### src/rtl/aes_pkg.sv
// Shared AES types, the field polynomial and small GF(2^8) / indexing helpers
// used by the MixColumns datapath.
package aes_pkg;

  typedef logic [127:0] state_t;
  typedef logic [31:0]  col_t;

  typedef enum logic [1:0] {
    ST_IDLE,
    ST_BUSY,
    ST_DONE
  } mc_state_e;

  localparam logic [7:0] AES_POLY = 8'h1b;

  function automatic logic [7:0] xtime(input logic [7:0] a);
    return {a[6:0], 1'b0} ^ (a[7] ? AES_POLY : 8'h00);
  endfunction

  // Row r of a column; row 0 is the most significant byte.
  function automatic logic [7:0] get_byte(input col_t c, input int r);
    return c[31-8*r -: 8];
  endfunction

  function automatic col_t get_col(input state_t s, input logic [1:0] c);
    return s[127-32*int'(c) -: 32];
  endfunction

  function automatic logic [1:0] col_idx(input logic [1:0] base, input int off);
    return base + 2'(off);
  endfunction

endpackage

### src/rtl/mix_columns_unit_if.sv
// Input/output handshake bundle of the MixColumns engine; the engine sits on
// the slave side, the producer/consumer on the master side.
interface mix_columns_unit_if;
  import aes_pkg::*;

  logic   in_valid;
  logic   in_ready;
  state_t in_state;
  logic   in_inv;
  logic   out_valid;
  logic   out_ready;
  state_t out_state;
  logic   busy;

  modport master (
    output in_valid, in_state, in_inv, out_ready,
    input  in_ready, out_valid, out_state, busy
  );

  modport slave (
    input  in_valid, in_state, in_inv, out_ready,
    output in_ready, out_valid, out_state, busy
  );

endinterface

### src/rtl/mix_columns_unit_mix_column_word.sv
// Combinational (Inv)MixColumns of a single 32-bit column, built from chained
// xtime stages rather than constant multiplier tables.
module mix_column_word
  import aes_pkg::*;
#(
  parameter bit INVERSE_EN = 1'b1
) (
  input  col_t col_in,
  input  logic inv,
  output col_t col_out
);

  logic [7:0] a  [4];
  logic [7:0] x2 [4];
  col_t       fwd_col;

  // Forward row r: 2*a[r] ^ 3*a[r+1] ^ a[r+2] ^ a[r+3], with 3a = xtime(a)^a.
  always_comb begin
    for (int r = 0; r < 4; r++) begin
      a[r]  = get_byte(col_in, r);
      x2[r] = xtime(a[r]);
    end
    fwd_col = '0;
    for (int r = 0; r < 4; r++) begin
      fwd_col[31-8*r -: 8] = x2[r] ^ x2[(r+1)%4] ^ a[(r+1)%4]
                           ^ a[(r+2)%4] ^ a[(r+3)%4];
    end
  end

  if (INVERSE_EN) begin : g_inv
    logic [7:0] x4  [4];
    logic [7:0] x8  [4];
    logic [7:0] m09 [4];
    logic [7:0] m0b [4];
    logic [7:0] m0d [4];
    logic [7:0] m0e [4];
    col_t       inv_col;

    always_comb begin
      for (int r = 0; r < 4; r++) begin
        x4[r]  = xtime(x2[r]);
        x8[r]  = xtime(x4[r]);
        m09[r] = x8[r] ^ a[r];
        m0b[r] = x8[r] ^ x2[r] ^ a[r];
        m0d[r] = x8[r] ^ x4[r] ^ a[r];
        m0e[r] = x8[r] ^ x4[r] ^ x2[r];
      end
      inv_col = '0;
      for (int r = 0; r < 4; r++) begin
        inv_col[31-8*r -: 8] = m0e[r] ^ m0b[(r+1)%4] ^ m0d[(r+2)%4] ^ m09[(r+3)%4];
      end
    end

    assign col_out = inv ? inv_col : fwd_col;
  end else begin : g_fwd_only
    logic unused_inv;
    assign unused_inv = inv;
    assign col_out    = fwd_col;
  end

endmodule

### src/rtl/mix_columns_unit.sv
// Sequential AES MixColumns/InvMixColumns engine: latches a full state, runs
// COLS_PER_CYCLE columns per cycle through shared column units, then holds the result.
module mix_columns_unit
  import aes_pkg::*;
#(
  parameter int COLS_PER_CYCLE = 1,
  parameter bit INVERSE_EN     = 1'b1
) (
  input  logic               clk,
  input  logic               rst,
  mix_columns_unit_if.slave  bus
);

  mc_state_e  state_q, state_d;
  state_t     work_q;
  state_t     res_q;
  logic [1:0] col_cnt_q;
  logic       mode_q;
  logic       last_step;
  col_t       col_res [COLS_PER_CYCLE];

  assign last_step = (int'(col_cnt_q) + COLS_PER_CYCLE) == 4;

  for (genvar g = 0; g < COLS_PER_CYCLE; g++) begin : g_col
    col_t sel;
    assign sel = get_col(work_q, col_idx(col_cnt_q, g));
    mix_column_word #(.INVERSE_EN(INVERSE_EN)) u_word (
      .col_in  (sel),
      .inv     (mode_q),
      .col_out (col_res[g])
    );
  end

  always_ff @(posedge clk) begin
    if (rst) state_q <= ST_IDLE;
    else     state_q <= state_d;
  end

  always_comb begin
    state_d = state_q;
    case (state_q)
      ST_IDLE: if (bus.in_valid)  state_d = ST_BUSY;
      ST_BUSY: if (last_step)     state_d = ST_DONE;
      ST_DONE: if (bus.out_ready) state_d = ST_IDLE;
      default:                    state_d = ST_IDLE;
    endcase
  end

  // The mode bit is captured with the state so later in_inv changes cannot leak in.
  always_ff @(posedge clk) begin
    if (rst) begin
      work_q    <= '0;
      res_q     <= '0;
      col_cnt_q <= '0;
      mode_q    <= 1'b0;
    end else if (state_q == ST_IDLE && bus.in_valid) begin
      work_q    <= bus.in_state;
      mode_q    <= INVERSE_EN ? bus.in_inv : 1'b0;
      col_cnt_q <= '0;
    end else if (state_q == ST_BUSY) begin
      for (int i = 0; i < COLS_PER_CYCLE; i++) begin
        res_q[127-32*int'(col_idx(col_cnt_q, i)) -: 32] <= col_res[i];
      end
      col_cnt_q <= col_cnt_q + 2'(COLS_PER_CYCLE);
    end
  end

  assign bus.in_ready  = (state_q == ST_IDLE) && !rst;
  assign bus.out_valid = (state_q == ST_DONE);
  assign bus.out_state = res_q;
  assign bus.busy      = (state_q != ST_IDLE);

endmodule

### src/flat_wrapper.sv
// flat-port wrapper written by rule: the top's interface ports become plain ports
module mix_columns_unit_flat import aes_pkg::*;
#(
  parameter int COLS_PER_CYCLE = 1,
  parameter bit INVERSE_EN     = 1'b1
)
  (clk, rst, bus_in_valid, bus_in_state, bus_in_inv, bus_out_ready, bus_in_ready, bus_out_valid, bus_out_state, bus_busy);
  mix_columns_unit_if bus_i ();
  input  logic clk;
  input  logic rst;
  input wire logic [$bits(bus_i.in_valid)-1:0] bus_in_valid;
  input wire logic [$bits(bus_i.in_state)-1:0] bus_in_state;
  input wire logic [$bits(bus_i.in_inv)-1:0] bus_in_inv;
  input wire logic [$bits(bus_i.out_ready)-1:0] bus_out_ready;
  output wire logic [$bits(bus_i.in_ready)-1:0] bus_in_ready;
  output wire logic [$bits(bus_i.out_valid)-1:0] bus_out_valid;
  output wire logic [$bits(bus_i.out_state)-1:0] bus_out_state;
  output wire logic [$bits(bus_i.busy)-1:0] bus_busy;
  assign bus_i.in_valid = bus_in_valid;
  assign bus_i.in_state = bus_in_state;
  assign bus_i.in_inv = bus_in_inv;
  assign bus_i.out_ready = bus_out_ready;
  assign bus_in_ready = bus_i.in_ready;
  assign bus_out_valid = bus_i.out_valid;
  assign bus_out_state = bus_i.out_state;
  assign bus_busy = bus_i.busy;
  mix_columns_unit #(.COLS_PER_CYCLE(COLS_PER_CYCLE), .INVERSE_EN(INVERSE_EN)) u_core (.clk(clk), .rst(rst), .bus(bus_i));
endmodule
### config.mk
export PLATFORM = sky130hd
export DESIGN_NAME = mix_columns_unit_flat
export DESIGN_NICKNAME = d
export VERILOG_FILES = /design/src/rtl/aes_pkg.sv /design/src/rtl/mix_columns_unit_if.sv /design/src/rtl/mix_columns_unit_mix_column_word.sv /design/src/rtl/mix_columns_unit.sv /design/src/flat_wrapper.sv
export SDC_FILE = /design/constraint.sdc
export NUM_CORES = 1
export LEC_CHECK = 0
export ABC_AREA = 1
export BUFFER_PORTS_ARGS = -buffer_cell sky130_fd_sc_hd__buf_2
export CAP_MARGIN = 20
export CORE_MARGIN = 10
export CORE_UTILIZATION = 40
export CTS_CLUSTER_SIZE = 20
export DETAILED_ROUTE_END_ITERATION = 16
export GPL_ROUTABILITY_DRIVEN = 0
export PLACE_DENSITY_LB_ADDON = 0.25
export SLEW_MARGIN = 20
export SYNTH_ARGS = -nofsm -noshare
export SYNTH_HDL_FRONTEND = slang
export SYNTH_HIERARCHICAL = 1
export SYNTH_SLANG_ARGS = --single-unit
### constraint.sdc
create_clock -name clk -period 2.99 [get_ports clk]
set_clock_uncertainty 0.15 [all_clocks]
set_input_delay 0.1495 -clock clk [delete_from_list [all_inputs] [get_ports clk]]
set_output_delay 0.1495 -clock clk [all_outputs]
set_load 0.05 [all_outputs]
# ---- Word level (Yosys, flattened, before mapping)
# Index checks and enable logic that the tools add are counted.
# W data, S select, Z words.
dict set report word_totals {
  regBits 261
  out_inout_bits 131
  wordCells 109
}
dict set report op_classes {
  add_sub_neg 4
  muxes 18
  n_eq_ne 6
  shifts 3
  bitwise_logic 65
  n_reduce_logical 8
}
# op count
set op_table {}
lappend op_table {{$xor A8 B8 Y8} 53}
lappend op_table {{$shift A32 B33 Y159 const A} 1}
lappend op_table {{$shiftx A159 B32 Y32} 1}
lappend op_table {{$shiftx A32 B33 Y159} 1}
lappend op_table {{$bwmux W128} 1}
lappend op_table {{$xor A8 B5 Y8} 11}
lappend op_table {{$mux W5} 12}
lappend op_table {{$neg A32 Y33} 1}
lappend op_table {{$eq A32 B4 Y1 const B} 1}
lappend op_table {{$mux W32} 1}
lappend op_table {{$sub A7 B7 Y8 const A} 1}
lappend op_table {{$mux W2} 3}
lappend op_table {{$pmux W2 S3} 1}
lappend op_table {{$ne A2 B2 Y1 const B} 2}
lappend op_table {{$add A2 B1 Y3 const B} 1}
lappend op_table {{$reduce_and A3 Y1} 1}
lappend op_table {{$add A2 B1 Y2 const B} 1}
lappend op_table {{$eq A2 B1 Y1 const B} 1}
lappend op_table {{$eq A2 B2 Y1 const B} 1}
lappend op_table {{$logic_and A1 B1 Y1} 2}
lappend op_table {{$logic_not A2 Y1} 1}
lappend op_table {{$ne A2 B1 Y1 const B} 1}
lappend op_table {{$reduce_and A2 Y1} 1}
lappend op_table {{$reduce_bool A2 Y1} 1}
lappend op_table {{other kinds (3)} 3}

# ---- Depth between registers and ports, before layout
# Gate-level depths: netlist of run 1.
dict set report depth {
  depth_word 16
  ltp_mapped 26
  ltp_nobuf 23
}

# ---- By module
# The synthesis of run 1 kept the hierarchy.
# mod area_each_um2 instances cells_each
set by_module_without_submodules {}
lappend by_module_without_submodules {mix_columns_unit 12146.6 1 1908}
lappend by_module_without_submodules {mix_column_word 5072.4 1 869}

# ---- Worst setup path before layout of run 1
# No wires, ideal clock.
dict set report synth_path {
  path_kind {register to register}
  start {reg u_core.col_cnt_q[0]}
  end {reg u_core.res_q[117], in the netlist u_core/bus.out_state[117]}
  required_ns 2.776
  path_stages_with_launch 21
  setup_time_ns 0.064
  period_less_slack_ns 3.030
  arrival_ns 2.816
  path_slack_ns -0.040
  cell_sequence {dfxtp_1 -> buf_2 -> clkbuf_1 -> nor2_1 -> o21ai_0 -> inv_1 -> nand2_1 -> nand2_4 -> nand2_2 -> nand2_4 -> xor2_1 -> inv_1 -> nand2_1 -> nand2_1 -> nand3_1 -> nand2_1 -> o21ai_1 -> nand3_1 -> nand2_1 -> nand2_1 -> nor2_1}
}
# element line
set synth_rtl {}
lappend synth_rtl {{start: declaration} mix_columns_unit.sv:17} ;# logic [1:0] col_cnt_q;
lappend synth_rtl {{start signal: assignment} mix_columns_unit.sv:64} ;# col_cnt_q <= col_cnt_q + 2'(COLS_PER_CYCLE);
lappend synth_rtl {{end signal: indexed assignment} mix_columns_unit.sv:62} ;# res_q[127-32*int'(col_idx(col_cnt_q, i)) -: 32] <= col_res[i];
lappend synth_rtl {{end: declaration} mix_columns_unit.sv:16} ;# state_t res_q;

==> results of run 1 <==
routing by layer:
metal | wire length (um) | share of wire [%]
met5 | 0 | 0
met4 | 3540 | 5.2
met3 | 5930 | 8.6
met2 | 32100 | 47
met1 | 27000 | 39
critical path, cell delays in order, from the launching register on:
cell     delay [ns]
dfxtp_4        0.42
buf_12         0.17
buf_8          0.11
nor2_2         0.04
nor2_1         0.12
o21ai_1        0.11
o21ai_1        0.09
buf_4          0.19
buf_12         0.13
nand2_1        0.06
nand2_2        0.12
nand2_1        0.16
nand2_8        0.16
xor2_2         0.26
inv_1          0.09
nand2_1        0.10
nand2_1        0.06
nand2_1        0.05
nand3_1        0.11
nand2_2        0.18
nand3_1        0.09
nand2_1        0.12
nand2_1        0.05
nor2_1         0.10
through the flow:
step / instances / instance area (um2) / hold slack, ns / TNS, ns / setup WS (ns)
4_1_cts: 3928 / 24400 / 0.00453 / -1.17 / -0.0920
6_report: 3958 / 26000 / 0.0143 / -13.73 / -0.326
3_3_place_gp: 3689 / 20600 / 0.238 / -21.58 / -0.476
5_1_grt: 3957 / 26000 / 0.0765 / -35.46 / -0.452
2_1_floorplan: 2777 / 17200 / 0.0686 / 0 / 0.00986
3_5_place_dp: 3689 / 20600 / 0.241 / -27.64 / -0.478
state kept, by name (all words and copies together), names as in the netlist:
signal / cells
u_core/bus.out_state: 128
u_core/mode_q: 1
u_core/col_cnt_q: 2
u_core/state_q: 2
u_core/work_q: 128
cells in the mapped netlist (all sizes together):
cell type,number
nand2,769
nor2,504
inv,353
dfxtp,261
o21ai,247
nand3,195
xor2,163
buf,108
xnor2,74
clkbuf,55
a21oi,13
or2,10
nand3b,9
ha,5
and2,3
a21o,2
clkinv,2
a22oi,1
nand2b,1
o21a,1
o22ai,1
path summary, 6_finish.rpt:
check | from | end | cells after the start
setup / recovery | u_core/col_cnt_q[0] | u_core/bus.out_state[90] | 23
hold / removal | rst | u_core/bus.out_state[27] | 4
setup reg to reg | u_core/col_cnt_q[0] | u_core/bus.out_state[90] | 23
hold reg to reg | u_core/work_q[27] | u_core/work_q[27] | 2
cell families after synthesis:
logic type	share of synthesized area (%)
buf+inv	13.0
xor+xnor	13.2
fa+ha+maj	0.363
compound gates	7.77
flops	30.3
simple gates	35.3
timing repair:
item	CTS	global route
hold endpoints to repair	130	0
setup endpoints to repair	128	128
gates cloned	3	1
pin swaps	135	187
gates resized for setup	281	293
hold buffers	131	0
setup buffers	58	38
layout by cell type (no fill, tap or decap), types with 3 or more instances in the layout:
| cell type | netlist | layout |
|---|---|---|
| xor2_2 | 10 | 56 |
| buf_2 | 69 | 263 |
| nand2_1 | 736 | 619 |
| nand3_2 | 0 | 41 |
| o21ai_2 | 0 | 21 |
| clkbuf_16 | 0 | 30 |
| xor2_1 | 152 | 94 |
| nand2_2 | 22 | 97 |
| dfxtp_1 | 261 | 259 |
| ha_1 | 5 | 5 |
| buf_4 | 16 | 270 |
| or2_2 | 8 | 7 |
| nand2_4 | 11 | 46 |
| xnor2_4 | 2 | 19 |
| clkbuf_1 | 54 | 7 |
| a21oi_1 | 13 | 12 |
| nand3_1 | 195 | 152 |
| nor2_2 | 5 | 25 |
| dlygate4sd3_1 | 0 | 131 |
| nor2_4 | 0 | 8 |
| clkinvlp_4 | 0 | 3 |
| inv_1 | 340 | 314 |
| xnor2_2 | 9 | 17 |
| o21ai_0 | 241 | 168 |
| xnor2_1 | 63 | 38 |
| inv_2 | 12 | 24 |
| clkbuf_8 | 0 | 5 |
| nor2_1 | 498 | 470 |
| nand3b_1 | 9 | 9 |
| inv_4 | 1 | 10 |
| buf_8 | 1 | 14 |
| buf_6 | 18 | 50 |
| o21ai_1 | 6 | 56 |
| clkinv_2 | 0 | 3 |
| nand2_8 | 0 | 7 |
| buf_12 | 0 | 25 |
| xor2_4 | 1 | 13 |
power by group through the flow:
| stage | logic [W] | registers, W | clock network [W] |
|---|---|---|---|
| floorplan | 0.00432 | 0.00411 | 0 |
| global placement | 0.00736 | 0.00391 | 0 |
| detailed placement | 0.00747 | 0.00391 | 0 |
| CTS | 0.00851 | 0.00384 | 0.00354 |
| global route | 0.0105 | 0.00387 | 0.00369 |
| finish | 0.00993 | 0.00385 | 0.00350 |
cell type report:
cell class | instances | area (um2) | area share (%)
Clock buffer | 41 | 821 | 3.16
Timing Repair Buffer | 756 | 6010 | 23.1
Inverter | 355 | 1400 | 5.38
Sequential cell | 261 | 5230 | 20.2
Multi-Input combinational cell | 1998 | 11700 | 45.2
Clock inverter | 7 | 97.6 | 0.376
Antenna cell | 1 | 2.50 | 0.00964
Tap cell | 539 | 674 | 2.60
==> results.py, run 1 <==
metrics = {
    "power": {
        "p_sw_w": 0.00738,
        "p_total_w": 0.0173,
        "swShare_pct": 42.7,
        "p_per_area_nw_per_um2": 666,
        "seq_power_share_pct": 22.3,
        "combPwrFrac_pct": 57.5,
        "ir_worst_vdd_uv": 446,
        "p_clk_share_pct": 20.3,
        "internal_power_w": 0.00990,
        "p_leak_nw": 12.6,
    },
    "synthesis": {
        "synth_area_leader_cell": "dfxtp_1",
        "yosysTopAreaCellShare_pct": 30.3,
        "synth_seq_cells": 261,
        "seq_area_frac_synth_pct": 30.3,
        "synth_cell_type_count": 40,
        "syn_area_um2": 17200,
        "syn_avg_cell_area_um2": 6.20,
        "syn_nets": 2915,
        "yosysWarnings": 6,
        "ys_top_cells_by_area": "dfxtp_1 (30%), nand2_1 (16%), nor2_1 (11%)",
        "syn-instance-count": 2777,
    },
    "floorplanning": {
        "die_h_um": 227,
        "rows": 75,
        "start_util_pct": 40.8,
        "dieArea_um2": 51700,
        "core_um2": 42200,
        "die_w_um": 227,
        "ios": 264,
    },
    "drt": {
        "drc": 0,
        "ant_nets": 0,
        "num_vias": 19900,
        "drt_wl_total_mm": 68.5,
        "dr.pass1.iters": 6,
        "wl_per_cell_um": 17.3,
        "routed_via_density": 5.03,
        "drt_iter0_drc": 1794,
    },
    "timing": {
        "rsz0062_at_grt": "yes",
        "final-hold-violation-count": 0,
        "fmaxAchievable_mhz": 302,
        "setup_violations": 115,
        "worst_pin_slew_ns": 0.846,
        "relSlewSlack_pct": 43.6,
        "period_share_pct": 111,
        "period_minus_slack_ns": 3.32,
        "drv_slew": 0,
        "setup_ws_ns": -0.326,
    },
    "grt": {
        "grt_antenna_before_repair": 0,
        "met1_usage_pct": 30.1,
        "gr-total-overflow": 0,
        "grt_use_met3_pct": 4.29,
        "busiest_layer": "met2",
        "met2_usage_pct": 40.5,
        "grt_pass1_wl_mm": 99.6,
        "grt_pass1_vias": 18400,
        "track_usage_pct": 24.0,
        "grt_max_degree": 117,
    },
    "clock_tree": {
        "cts_made_buffers": 29,
        "clkSlewWorstSetupHoldPaths_ns": 0.06,
        "clockBufferDepth": 3,
        "htreeDepth": 1,
        "cts_root_buffer": "clkbuf_16",
        "clock_latency_ns": 0.56,
        "clkSinkCount": 261,
        "cts_tree": "yes",
    },
    "finish": {
        "nFillCells": 3564,
        "utilization_pct": 61.5,
        "drive_gt1_share_pct": 31.5,
        "fin_nets": 3539,
        "syn_to_final_growth_pct": 50.7,
    },
    "job": {
        "drv_cap": 0,
    },
    "worst_setup_path": {
        "critPathMaxFanout": 8,
        "crit_path_end_kind": "flip-flop",
        "worst-r2r-setup-slack_ns": -0.33,
        "cp_data_arrival_time_ns": 3.66,
        "critPathLaunchType": "flip-flop",
        "crit_required_ns": 3.34,
        "path_class": "reg -> reg",
    },
    "worst_hold_path": {
        "min_path_type": "in -> reg",
    },
    "outcome": {
        "failed_checks": "setup timing",
        "outcome": "complete, but fails checks",
    },
    "place": {
        "numPortBuffers": 263,
        "dp_hpwl_mm": 45.5,
    },
}
(Power assumes the default switching activity.)
==> run 2, diff against run 1 <==
--- a/config.mk
+++ b/config.mk
@@ -14,6 +14,7 @@
 export DETAILED_ROUTE_END_ITERATION = 16
 export GPL_ROUTABILITY_DRIVEN = 0
 export PLACE_DENSITY_LB_ADDON = 0.25
+export RECOVER_POWER = 25
 export SLEW_MARGIN = 20
 export SYNTH_ARGS = -nofsm -noshare
 export SYNTH_HDL_FRONTEND = slang
==> constraint.sdc (replaced) <==
create_clock -name clk -period 3.6 [get_ports clk]
set_clock_uncertainty 0.15 [all_clocks]
set_input_delay 0.18 -clock clk [delete_from_list [all_inputs] [get_ports clk]]
set_output_delay 0.18 -clock clk [all_outputs]
set_load 0.05 [all_outputs]
==> run 2 against run 1 <==
Effect of this change: the flow now finishes without violations; power down 30%; wire length down 12%; critical path depth shrank 5; via count decreased by 9.6%; critical endpoint is now u_core/bus.out_state[10]; combinational power fell by 42%; maximum frequency shrank 2.4%; sequential share of layout area increased by 4.2 points; first-iteration DRC count about the same; clock-buffer cell count is 3 lower; worst setup slack gained 0.53 ns; non-clock buffer count decreased by 267; utilization is 11 points lower; highest routed layer unchanged.
==> results.py, run 2 (same netlist as run 1, synthesis figures left out) <==
metrics = {
    "outcome": {
        "outcome": "completed",
    },
    "grt": {
        "track_usage_pct": 22.6,
        "grt_antenna_before_repair": 0,
        "grt_pass1_vias": 17200,
        "grt_max_degree": 132,
        "gr-total-overflow": 0,
        "grt_pass1_wl_mm": 94.0,
    },
    "timing": {
        "period_minus_slack_ns": 3.40,
        "drv_slew": 0,
        "fmaxAchievable_mhz": 294,
        "rsz0062_at_grt": "no",
        "setup_violations": 0,
        "relSlewSlack_pct": 49.7,
        "period_share_pct": 94.4,
        "worst_pin_slew_ns": 0.754,
        "final-hold-violation-count": 0,
        "tns_ns": 0,
        "setup_ws_ns": 0.203,
    },
    "worst_hold_path": {
        "hold_end": "u_core/work_q[37]",
        "min_path_type": "in -> reg",
        "hold_start": "bus_in_valid",
        "hold_depth": 4,
    },
    "clock_tree": {
        "cts_tree": "yes",
        "htreeDepth": 1,
        "clkSinkCount": 261,
        "cts_root_buffer": "clkbuf_16",
        "clkSlewWorstSetupHoldPaths_ns": 0.06,
        "cts_made_buffers": 30,
        "clockBufferDepth": 3,
        "clock_latency_ns": 0.58,
    },
    "worst_setup_path": {
        "path_class": "reg -> reg",
        "critPathMaxFanout": 35,
        "path_common_cell": "nand2_1",
        "rr_endpoint": "u_core/bus.out_state[10]",
        "cp_data_arrival_time_ns": 3.76,
        "r2r_start": "u_core/col_cnt_q[0]",
        "worst-r2r-setup-slack_ns": 0.20,
        "crit_path_end_kind": "flip-flop",
        "critPathMaxStageDelay_ns": 0.42,
        "cp_num_buf_inv": 4,
        "critPathLaunchType": "flip-flop",
        "cp_cell_sequence": "buf_12 -> buf_4 -> nor2_1 -> nor2_1 -> o21ai_0 -> o21ai_0 -> buf_4 -> xor2_1 -> xor2_1 -> xor2_1 -> inv_1 -> nand2_1 -> nand3_1 -> nand2_1 -> nand3_1 -> nand2_1 -> nand2_1 -> nor2_1",
        "crit_required_ns": 3.96,
        "crit_path_top_delay_cell": "xor2_1",
        "reg2reg_depth": 18,
        "crit_family": "simple AND/OR/NAND/NOR gates",
    },
    "place": {
        "numPortBuffers": 263,
        "post-place-ws_ns": 0.0405,
        "dp_hpwl_mm": 43.3,
    },
    "drt": {
        "drt_iter0_drc": 1795,
        "routed_via_density": 4.86,
        "num_vias": 18000,
        "ant_nets": 0,
        "drc": 0,
        "drt_wl_total_mm": 60.5,
        "dr.pass1.iters": 8,
        "wl_per_cell_um": 16.4,
    },
    "power": {
        "p_per_area_nw_per_um2": 566,
        "p_leak_nw": 10.4,
        "ir_worst_vdd_uv": 365,
    },
    "floorplanning": {
        "die_w_um": 227,
        "start_util_pct": 40.8,
        "rows": 75,
        "core_um2": 42200,
        "ios": 264,
        "die_h_um": 227,
        "dieArea_um2": 51700,
    },
    "finish": {
        "layout_commonest_cell": "nand2_1",
        "diodes": 0,
        "syn_to_final_growth_pct": 25.0,
        "fin_nets": 3273,
        "final_cell_mix": "nand2_1 (728), nor2_1 (498), inv_1 (334)",
        "regArea_um2": 5230,
        "nFillCells": 4198,
        "drive_gt1_share_pct": 13.3,
        "multiInputGateArea_um2": 9850,
    },
    "job": {
        "drv_cap": 0,
    },
}
==> run 2: changes by cell type in the layout (fill, tap and decap cells not counted), sizes merged <==
cell      before  now
buf          624  261
bufinv         2    5
clkbuf        42  135
clkinv         5   12
clkinvlp       3    1
diode          1    0
inv          352  354
==> run 2: layout make-up <==
class,instances,share of cell area [%]
clock buffers,38,3.91
clock inverters,17,1.08
inverters,355,6.26
multi-input cells,1998,45.8
flip-flops and latches,261,24.3
well taps,539,3.13
repair buffers,489,15.5
==> run 2: report_power, final <==
group          internal, W  total [W]  leakage, nW  switching [W]
registers          0.00307    0.00319         2.14       0.000112
logic              0.00199    0.00571         7.68        0.00372
clock network      0.00201    0.00328        0.533        0.00127
total              0.00707     0.0122         10.4        0.00510
==> run 2: repair_timing <==
item                                    4_1_cts  5_1_grt
buffers inserted                              0       14
endpoints found under the hold margin       130        0
endpoints found under the setup margin        0       67
gates resized for setup                       0       31
hold buffers                                131        0
==> run 2: worst max-delay path by stage <==
stage	from	to	slack [ns]	cells past startpoint
floorplan	u_core/col_cnt_q[0]	u_core/bus.out_state[117]	0.57	20
global placement	u_core/col_cnt_q[1]	u_core/bus.out_state[88]	0.09	17
detailed placement	u_core/col_cnt_q[0]	u_core/bus.out_state[5]	0.04	19
CTS	u_core/col_cnt_q[1]	u_core/bus.out_state[88]	0.01	17
global route	u_core/col_cnt_q[1]	u_core/bus.out_state[69]	0.004	21
finish	u_core/col_cnt_q[0]	u_core/bus.out_state[10]	0.20	18
==> run 2: layer usage <==
metal | vias to the layer above | global-route usage [%] | routed length [um]
met3 | 125 | 4.27 | 4750
li1 | 9082 | - | -
met2 | 679 | 37.2 | 27700
met4 | 0 | 8.90 | 2250
met1 | 8097 | 28.8 | 25900
met5 | - | 0 | 0
==> run 2: worst register-to-register path: stages, from the launching register on <==
cell and delay, ns:
dfxtp_4 0.38, buf_12 0.20, buf_4 0.19, nor2_1 0.05
nor2_1 0.07, o21ai_0 0.08, o21ai_0 0.15, buf_4 0.28
xor2_1 0.42, xor2_1 0.23, xor2_1 0.21, inv_1 0.06
nand2_1 0.06, nand3_1 0.06, nand2_1 0.36, nand3_1 0.16
nand2_1 0.11, nand2_1 0.06, nor2_1 0.08
==> run 2: stage by stage <==
| stage | power [W] | std cells | hold slack, ns | util, % | cell area (um2) |
|---|---|---|---|---|---|
| final | 0.0122 | 3697 | 0.150 | 51.0 | 21500 |
| after global routing | 0.0129 | 3697 | 0.216 | 51.0 | 21500 |
| after CTS | 0.0120 | 3683 | 0.121 | 50.8 | 21400 |
| after detailed placement | 0.00865 | 3497 | 0.286 | 45.1 | 19000 |
| after global placement | 0.00857 | 3497 | 0.271 | 45.1 | 19000 |
| after floorplan | 0.00700 | 2777 | 0.0991 | - | 17200 |
==> run 3, diff against run 2 <==
--- a/config.mk
+++ b/config.mk
@@ -13,7 +13,6 @@
 export CTS_CLUSTER_SIZE = 20
 export DETAILED_ROUTE_END_ITERATION = 16
 export GPL_ROUTABILITY_DRIVEN = 0
-export PLACE_DENSITY_LB_ADDON = 0.25
 export RECOVER_POWER = 25
 export SLEW_MARGIN = 20
 export SYNTH_ARGS = -nofsm -noshare
==> run 3 against run 2 <==
Effect of this change: worst setup slack got worse by 0.039 ns; sequential power about the same; die area unchanged; final cell count about the same; wire length increased by 1.2%; power fell by 2.7%; clock-buffer cell count increased by 8; hold slack improved by 0.026 ns; via count about the same; final area decreased by 0.59%; largest power group unchanged.
==> results.py, run 3 (same netlist as run 1, synthesis figures left out) <==
metrics = {
    "worst_setup_path": {
        "crit_family": "simple AND/OR/NAND/NOR gates",
        "crit_required_ns": 3.95,
        "path_common_cell": "nand2_1",
        "cp_num_buf_inv": 6,
        "crit_path_top_delay_cell": "dfxtp_4",
        "critPathMaxStageDelay_ns": 0.41,
        "crit_path_end_kind": "flip-flop",
        "cp_num_cells": 20,
        "critPathLaunchType": "flip-flop",
        "cp_cell_sequence": "inv_6 -> buf_12 -> o21ai_1 -> o21ai_2 -> buf_12 -> inv_1 -> nand2_1 -> nand2_4 -> buf_4 -> xor2_1 -> inv_1 -> nand2_1 -> nand2_1 -> nand3_1 -> nand3_1 -> nand2_1 -> nand3_1 -> nand2_1 -> nand2_1 -> nor2_1",
        "critPathMaxFanout": 29,
        "cp_data_arrival_time_ns": 3.78,
        "path_class": "reg -> reg",
        "reg2reg_depth": 20,
    },
    "drt": {
        "drt_iter0_drc": 1804,
        "num_vias": 18000,
        "drc": 0,
        "ant_nets": 0,
        "drt_wl_total_mm": 61.2,
        "wl_per_cell_um": 16.6,
        "dr.pass1.iters": 6,
        "routed_via_density": 4.86,
    },
    "timing": {
        "period_minus_slack_ns": 3.44,
        "setup_ws_ns": 0.164,
        "setup_violations": 0,
        "tns_ns": 0,
        "hold_ws_ns": 0.176,
        "fmaxAchievable_mhz": 291,
        "period_share_pct": 95.4,
        "worst_pin_slew_ns": 0.763,
        "relSlewSlack_pct": 49.1,
        "drv_slew": 0,
        "final-hold-violation-count": 0,
    },
    "finish": {
        "syn_to_final_growth_pct": 24.2,
        "stdcell_area_um2": 21400,
        "layout_commonest_cell": "nand2_1",
        "fin_nets": 3277,
        "nFillCells": 4291,
        "drive_gt1_share_pct": 13.1,
        "final_cell_mix": "nand2_1 (729), nor2_1 (498), inv_1 (336)",
        "utilization_pct": 50.7,
        "diodes": 0,
    },
    "power": {
        "ir_worst_vdd_uv": 313,
        "p_leak_nw": 10.3,
        "p_per_area_nw_per_um2": 554,
    },
    "clock_tree": {
        "clkSlewWorstSetupHoldPaths_ns": 0.06,
        "clkSinkCount": 261,
        "htreeDepth": 1,
        "cts_tree": "yes",
        "clockBufferDepth": 3,
        "cts_root_buffer": "clkbuf_16",
        "cts_made_buffers": 29,
        "clock_latency_ns": 0.55,
    },
    "floorplanning": {
        "rows": 75,
        "start_util_pct": 40.8,
        "core_um2": 42200,
        "die_w_um": 227,
        "die_h_um": 227,
        "dieArea_um2": 51700,
        "ios": 264,
    },
    "job": {
        "drv_cap": 0,
    },
    "place": {
        "numPortBuffers": 263,
        "dpl-instance-area_um2": 19100,
        "post-place-ws_ns": -0.0169,
        "dp_hpwl_mm": 44.1,
    },
    "grt": {
        "gr-total-overflow": 0,
        "track_usage_pct": 22.7,
        "grt_antenna_before_repair": 1,
        "grt_max_degree": 133,
        "grt_pass1_vias": 16700,
        "grt_pass1_wl_mm": 93.2,
    },
    "worst_hold_path": {
        "hold_depth": 4,
        "min_path_type": "in -> reg",
    },
    "outcome": {
        "outcome": "completed",
    },
}
## run 3: worst paths after layout
path | slack (ns) | to | start
min reg2reg | 0.33 | u_core/work_q[94] | u_core/work_q[94]
max | 0.16 | u_core/bus.out_state[6] | u_core/col_cnt_q[0]
max reg2reg | 0.16 | u_core/bus.out_state[6] | u_core/col_cnt_q[0]
min | 0.18 | u_core/col_cnt_q[1] | bus_in_valid
## run 3: cell type report
| cell class | instances | area (um2) | share of cell area (%) |
|---|---|---|---|
| Multi-Input combinational cell | 1998 | 9840 | 46.0 |
| Sequential cell | 261 | 5230 | 24.4 |
| Timing Repair Buffer | 494 | 3370 | 15.8 |
| Inverter | 355 | 1350 | 6.33 |
| Clock buffer | 46 | 860 | 4.02 |
| Tap cell | 539 | 674 | 3.15 |
| Clock inverter | 5 | 61.3 | 0.287 |
## run 3: what timing repair did
item	in CTS	in global routing
hold endpoints to repair	130	0
gates resized for setup	1	29
pin swaps	0	5
endpoints found under the setup margin	4	103
hold buffers	131	0
buffers inserted	0	12
## run 3: power breakdown
| group | switching [W] | total (W) | leakage (nW) | internal (W) |
|---|---|---|---|---|
| clock network | 0.00119 | 0.00288 | 0.439 | 0.00170 |
| logic | 0.00376 | 0.00577 | 7.70 | 0.00202 |
| registers | 0.000114 | 0.00319 | 2.14 | 0.00307 |
## run 3: stage by stage
step	total power, W	std cells
after floorplan	0.00700	2777
after global placement	0.00865	3504
after detailed placement	0.00871	3504
after CTS	0.0117	3686
after global routing	0.0126	3698
final	0.0118	3698
## run 3: metal layers
metal / GRT usage, % / up-vias / routed length, um
met5: 0 / - / 12
met4: 9.20 / 2 / 2650
met3: 5.10 / 139 / 5600
met2: 35.8 / 746 / 26800
met1: 29.6 / 8006 / 26200
li1: - / 9073 / -
## run 3: worst register-to-register path, delay by kind of cell (launching register included)
kind	cells	cell delay, ns
buf+inv	6	0.84
flops	1	0.41
simple gates	11	1.33
compound gates	2	0.31
xor+xnor	1	0.35
